==> src/rtl/inst_issuer.sv <==
// Instruction issuer: queues load/nop requests and drives
// the register-bank peripheral's instruction bus with a gap.
module inst_issuer #(
  parameter int unsigned GAP = 0
) (
  input  logic        clock,
  input  logic        reset,
  input  logic [1:0]  req_op,
  input  logic [7:0]  req_imm,
  input  logic        req_valid,
  output logic        req_ready,
  output logic [11:0] inst,
  output logic        inst_en,
  output logic [7:0]  shadow_0,
  output logic [7:0]  shadow_1,
  output logic        busy,
  output logic        error
);

  localparam logic [3:0] GAP_L = 4'(GAP);

  typedef enum logic [1:0] {
    ST_RESET,
    ST_READY,
    ST_ERROR
  } state_t;

  state_t      state;
  state_t      state_nx;
  logic [9:0]  fifo [4];
  logic [1:0]  wr_ptr;
  logic [1:0]  rd_ptr;
  logic [2:0]  count;
  logic [3:0]  gap_cnt;
  logic        accept;
  logic        illegal;
  logic        push;
  logic        pop;
  logic [9:0]  head;
  logic [3:0]  code;
  logic [7:0]  head_imm;

  // handshake and issue decisions from registered state
  always_comb begin
    req_ready = (state == ST_READY) && (count < 3'd4);
    accept    = req_valid && req_ready;
    illegal   = accept && (req_op == 2'd3);
    push      = accept && !illegal;
    pop       = (state == ST_READY) && (count != 3'd0)
             && (gap_cnt == 4'd0) && !illegal;
    head      = fifo[rd_ptr];
    busy      = (count != 3'd0) || (gap_cnt != 4'd0);
    error     = (state == ST_ERROR);
  end

  // opcode to instruction code; nop carries a zero immediate
  always_comb begin
    code     = 4'h0;
    head_imm = 8'h00;
    unique case (1'b1)
      head[9:8] == 2'd1: begin
        code     = 4'h1;
        head_imm = head[7:0];
      end
      head[9:8] == 2'd2: begin
        code     = 4'h2;
        head_imm = head[7:0];
      end
      default: begin
        code     = 4'h0;
        head_imm = 8'h00;
      end
    endcase
  end

  // next state: one reset cycle, then ready until an illegal op
  always_comb begin
    state_nx = state;
    unique case (state)
      ST_RESET: state_nx = ST_READY;
      ST_READY: if (illegal) state_nx = ST_ERROR;
      ST_ERROR: state_nx = ST_ERROR;
      default:  state_nx = ST_RESET;
    endcase
  end

  // state register
  always_ff @(posedge clock) begin
    if (reset) state <= ST_RESET;
    else       state <= state_nx;
  end

  // fifo storage, written at the tail on accepted legal requests
  always_ff @(posedge clock) begin
    if (push) fifo[wr_ptr] <= {req_op, req_imm};
  end

  // fifo pointers and occupancy; an illegal op flushes the queue
  always_ff @(posedge clock) begin
    if (reset || illegal) begin
      wr_ptr <= 2'd0;
      rd_ptr <= 2'd0;
      count  <= 3'd0;
    end else begin
      if (push) wr_ptr <= wr_ptr + 2'd1;
      if (pop)  rd_ptr <= rd_ptr + 2'd1;
      unique case ({push, pop})
        2'b10:   count <= count + 3'd1;
        2'b01:   count <= count - 3'd1;
        default: count <= count;
      endcase
    end
  end

  // gap counter reloads on issue and drains one per cycle
  always_ff @(posedge clock) begin
    if (reset || illegal)      gap_cnt <= 4'd0;
    else if (pop)              gap_cnt <= GAP_L;
    else if (gap_cnt != 4'd0)  gap_cnt <= gap_cnt - 4'd1;
  end

  // instruction bus and shadows; zeroed while in error
  always_ff @(posedge clock) begin
    if (reset || illegal || state == ST_ERROR) begin
      inst     <= 12'h000;
      inst_en  <= 1'b0;
      shadow_0 <= 8'h00;
      shadow_1 <= 8'h00;
    end else begin
      inst_en <= pop;
      if (pop) begin
        inst <= {code, head_imm};
        if (code == 4'h1) shadow_0 <= head_imm;
        if (code == 4'h2) shadow_1 <= head_imm;
      end
    end
  end

endmodule
==> config.mk <==
export PLATFORM = sky130hd
export DESIGN_NAME = inst_issuer
export DESIGN_NICKNAME = d
export VERILOG_FILES = /design/src/rtl/inst_issuer.sv
export SDC_FILE = /design/constraint.sdc
export NUM_CORES = 1
export LEC_CHECK = 0
export ABC_AREA = 1
export BUFFER_PORTS_ARGS = -buffer_cell sky130_fd_sc_hd__buf_4
export CAP_MARGIN = 20
export CORE_AREA = 8 8 87 89
export CTS_BUF_LIST = sky130_fd_sc_hd__clkbuf_8
export DETAILED_ROUTE_END_ITERATION = 8
export DIE_AREA = 0 0 95 97
export PLACE_DENSITY = 0.8
export SLEW_MARGIN = 10
export SYNTH_ARGS = -nofsm -noshare
export SYNTH_HDL_FRONTEND = slang
export SYNTH_SLANG_ARGS = --single-unit
==> constraint.sdc <==
create_clock -name clock -period 2.6 [get_ports clock]
set_input_delay 0.52 -clock clock [delete_from_list [all_inputs] [get_ports clock]]
set_output_delay 0.52 -clock clock [all_outputs]
set_load 0.01 [all_outputs]
==> results.txt <==
* Run status: finished, final reports clean
- The worst hold path begins at req_imm[5].
* TritonCTS clock tree: done
* Library cells used by synthesis: 31
- For this run, asynchronously set or reset flops after synthesis account for 0%.
- Once the clock tree was built, the setup fixing pass inserted 0 buffers.
- Setup slack after placement: 0.3856 ns
* Overall die area: 9215 um2
- Summed over all layers, the routed wires come to 6944 um.
- For the worst flop-to-flop path, the logic depth is 8.
- The tree is rooted in a clkbuf_8.
- For this design the top-level I/O count stands at 45.
* Peak fanout along the critical path: 13
- Capturing point of the worst reg2reg path: inst[3]
- The H-tree was split into 3 levels.
- Across the VDD grid, the largest voltage drop is 0.0004825 V.
- In this run the tightest slew margin relative to its limit is 62.81%.
* Worst Path Class, Setup: reg2reg
* Total number of clock tree sinks: 82
- EDFF count, synth: 40
- The detail route stage leaves a number of antenna-violating nets equal to 0.
- Setup slack on the critical path of the routed design comes to 0.3945 ns.
* Total power per unit cell area: 785.1 nW/um2
* Net total in the final layout: 447
- Crit path DAT: 2.50 ns
* Area taken by flip-flops and latches: 2042 um2
- After floorplanning, the core was sized to cover 6205 um2.
* Number of instances resized during post-cts repair: 0
- A synthesized cell averages 9.642 um2.
- The pre-antenna-repair detailed-routing pass consisted of 4 iterations.
* Clock-pin slew reported for the worst setup and hold paths after clock tree synthesis: 0.09 ns
- In the final layout, the share of cells above drive strength 1 is 22.35%.
- Hold Path Sink: fifo[2][5]
* Timing-limited maximum frequency: 453.4 MHz
* Number of global-route vias before repair: 2441
- Across the routed clock network, the largest skew measured is 0.01038 ns.
- Unrepaired setup endpoints after global routing: false
- The first global-routing pass estimated 11420 um of wire.
- Fraction of synthesized cell area taken by the top area cell type: 33.58%
* Detailed placement HPWL: 5011 um
- Max-cap violations in this run came to 0.
- Number of vias in the routed layout: 2513
- Setup TNS Final: 0 ns
- 0 antenna diodes ended up in the layout.
- Post-Syn Instances: 371
- The filler cells instantiated in the layout total 480.
- The later pin in the worst-skew pair is clocked with a latency of 0.36 ns.
- Yosys printed 0 warnings.
- In the finished design, the share of the clock period the worst path needs comes to 84.83%.
- Counting instances, the worst hold path has a depth of 1.
* Most used DFF post-synth: dfxtp_1
* Library cell contributing the largest single delay on the critical path: dfxtp_1
* Minimum clock period after layout: 2.205 ns
- The total count of hold-check failures in the final report was 0.
- Data on the critical path is required at its endpoint by 2.89 ns.
- The clock passes through at most 2 buffers.
- Proportion of synthesized chip area in sequential cells: 57.08%
- Worst min-delay path class: in2reg
- Slowest Stage Delay on Critical Path: 0.43 ns
* Grt total ovfl: 0
- Cell-by-cell trace of the critical path: inv_1 > nand2_1 > a32oi_1 > inv_1 > ha_1 > a21oi_1 > nand2_1 > a21oi_1
- Routed wire length per instance: 13.83 um
- The initial antenna violation count is 0.
- By count the netlist is led by nand2_1, nor2_1, dfxtp_1.
- Syn-to-layout area delta: 16.58%
* Summed instance area of the synthesized netlist: 3577 um2
* Total number of placement rows: 29
- The max-slew violation count is 0.
- The die is 95 um wide.
* Main area contributors after synthesis: edfxtp_1, dfxtp_1, nand2_1
* Starting DRC count in detailed routing: 142
* GRT Total Usage: 15.87%
* # port buffers: 42
- Post-detailed-route via-to-cell ratio: 5.006
* Total DRC errors in the routed layout: 0
- STA classifies the critical path startpoint as a register.
- R2r setup slk: 0.39 ns
* Most used standard cell by instance count after synthesis: nand2_1
- Counting flops and latches in the post-synthesis netlist gives 82.
* Worst Max-Slew Pin Slew: 0.5573 ns
- STA classifies the critical path endpoint as a register.
- Largest net degree at the start of global routing: 25
- Die Y: 97 um
- Buffers inserted to repair hold after CTS numbered 0.
- Of all cell types, the one taking the most synthesized area is edfxtp_1.
- CTS buffer count: 9
- Routability-driven placement finished with a final weighted congestion of 0.7861.
- In the final layout, the multi-input gates occupy 1308 um2.
* Setup violations, final: 0
- Starting utilization of the core area: 57.65%
* Leakage: 1.753 nW
metrics by stage:
stage | std cells | hold slack (ns) | utilization, % | instance area (um2) | total power [mW]
3_3_place_gp | 486 | 0.4487 | 63.76 | 3956 | 2.291
4_1_cts | 502 | 0.3432 | 67.21 | 4170 | 3.299
6_report | 502 | 0.3552 | 67.21 | 4170 | 3.274
2_1_floorplan | 372 | 0.4360 | - | 3581 | 2.125
3_5_place_dp | 486 | 0.4520 | 63.76 | 3956 | 2.321
5_1_grt | 502 | 0.3352 | 67.21 | 4170 | 3.460
layer usage:
layer | up-vias | share of wire (%) | global-route usage (%)
li1 | 1297 | - | -
met1 | 1134 | 46 | 20.04
met2 | 72 | 45 | 24.20
met3 | 10 | 6.6 | 3.555
met4 | 0 | 2.1 | 9.135
met5 | - | 0 | 0
cells by family after synthesis:
group | count (synthesis) | synth area share [%]
flip-flops | 82 | 57.08
AND/OR/NAND/NOR | 164 | 21.34
AO/OA/AOI/OAI | 58 | 9.164
XOR/XNOR | 3 | 0.7347
adder cells (fa/ha/maj) | 14 | 5.107
buffers and inverters | 49 | 6.471
other | 1 | 0.1048
worst max-delay path: cells and delay by family (launching register included):
family / cells / cell delay [ns]
adders and majority gates: 1 / 0.39
AOI/OAI and AO/OA: 3 / 0.74
and+or+nand+nor: 2 / 0.17
DFF: 1 / 0.43
buffers and inverters: 2 / 0.41
registers in the layout, indices dropped and copies added, names as in the netlist, named ones only:
name	count
wr_ptr	2
fifo	40
rd_ptr	2
inst_en	1
state	2
shadow_1	8
shadow_0	8
inst	10
gap_cnt	4
count	3
cells in the final DEF, fill, tap and decap left out, types with 7 or more instances in the layout:
master	instances
a21oi_1	32
a21oi_2	8
buf_4	48
clkbuf_8	9
dfxtp_1	42
edfxtp_1	40
ha_1	13
inv_1	31
nand2_1	96
nand3_1	7
nor2_1	43
o21ai_0	14
layout make-up:
| class | instances | area share [%] |
|---|---|---|
| clock inverter | 7 | 2.160 |
| tap | 77 | 2.310 |
| timing repair buffer | 48 | 8.641 |
| sequential | 82 | 48.96 |
| multi-input combinational | 241 | 31.35 |
| inverter | 38 | 3.600 |
| clock buffer | 9 | 2.970 |
report_power, final:
group	internal [mW]	switching, mW
clock network	0.472	0.516
logic	0.273	0.503
registers	1.45	0.0608
worst max-delay path by stage:
stage                         from          end  slack, ns  depth (start not counted)
final                     register      inst[3]       0.39                          8
after floorplan           state[1]   fifo[0][0]       0.65                          8
after global placement    register  shadow_0[3]       0.45                          8
after detailed placement  register      inst[3]       0.39                          8
after CTS                 register      inst[3]       0.37                          8
after global routing      register      inst[3]       0.17                          8
Power figures use the tool's default switching activity.
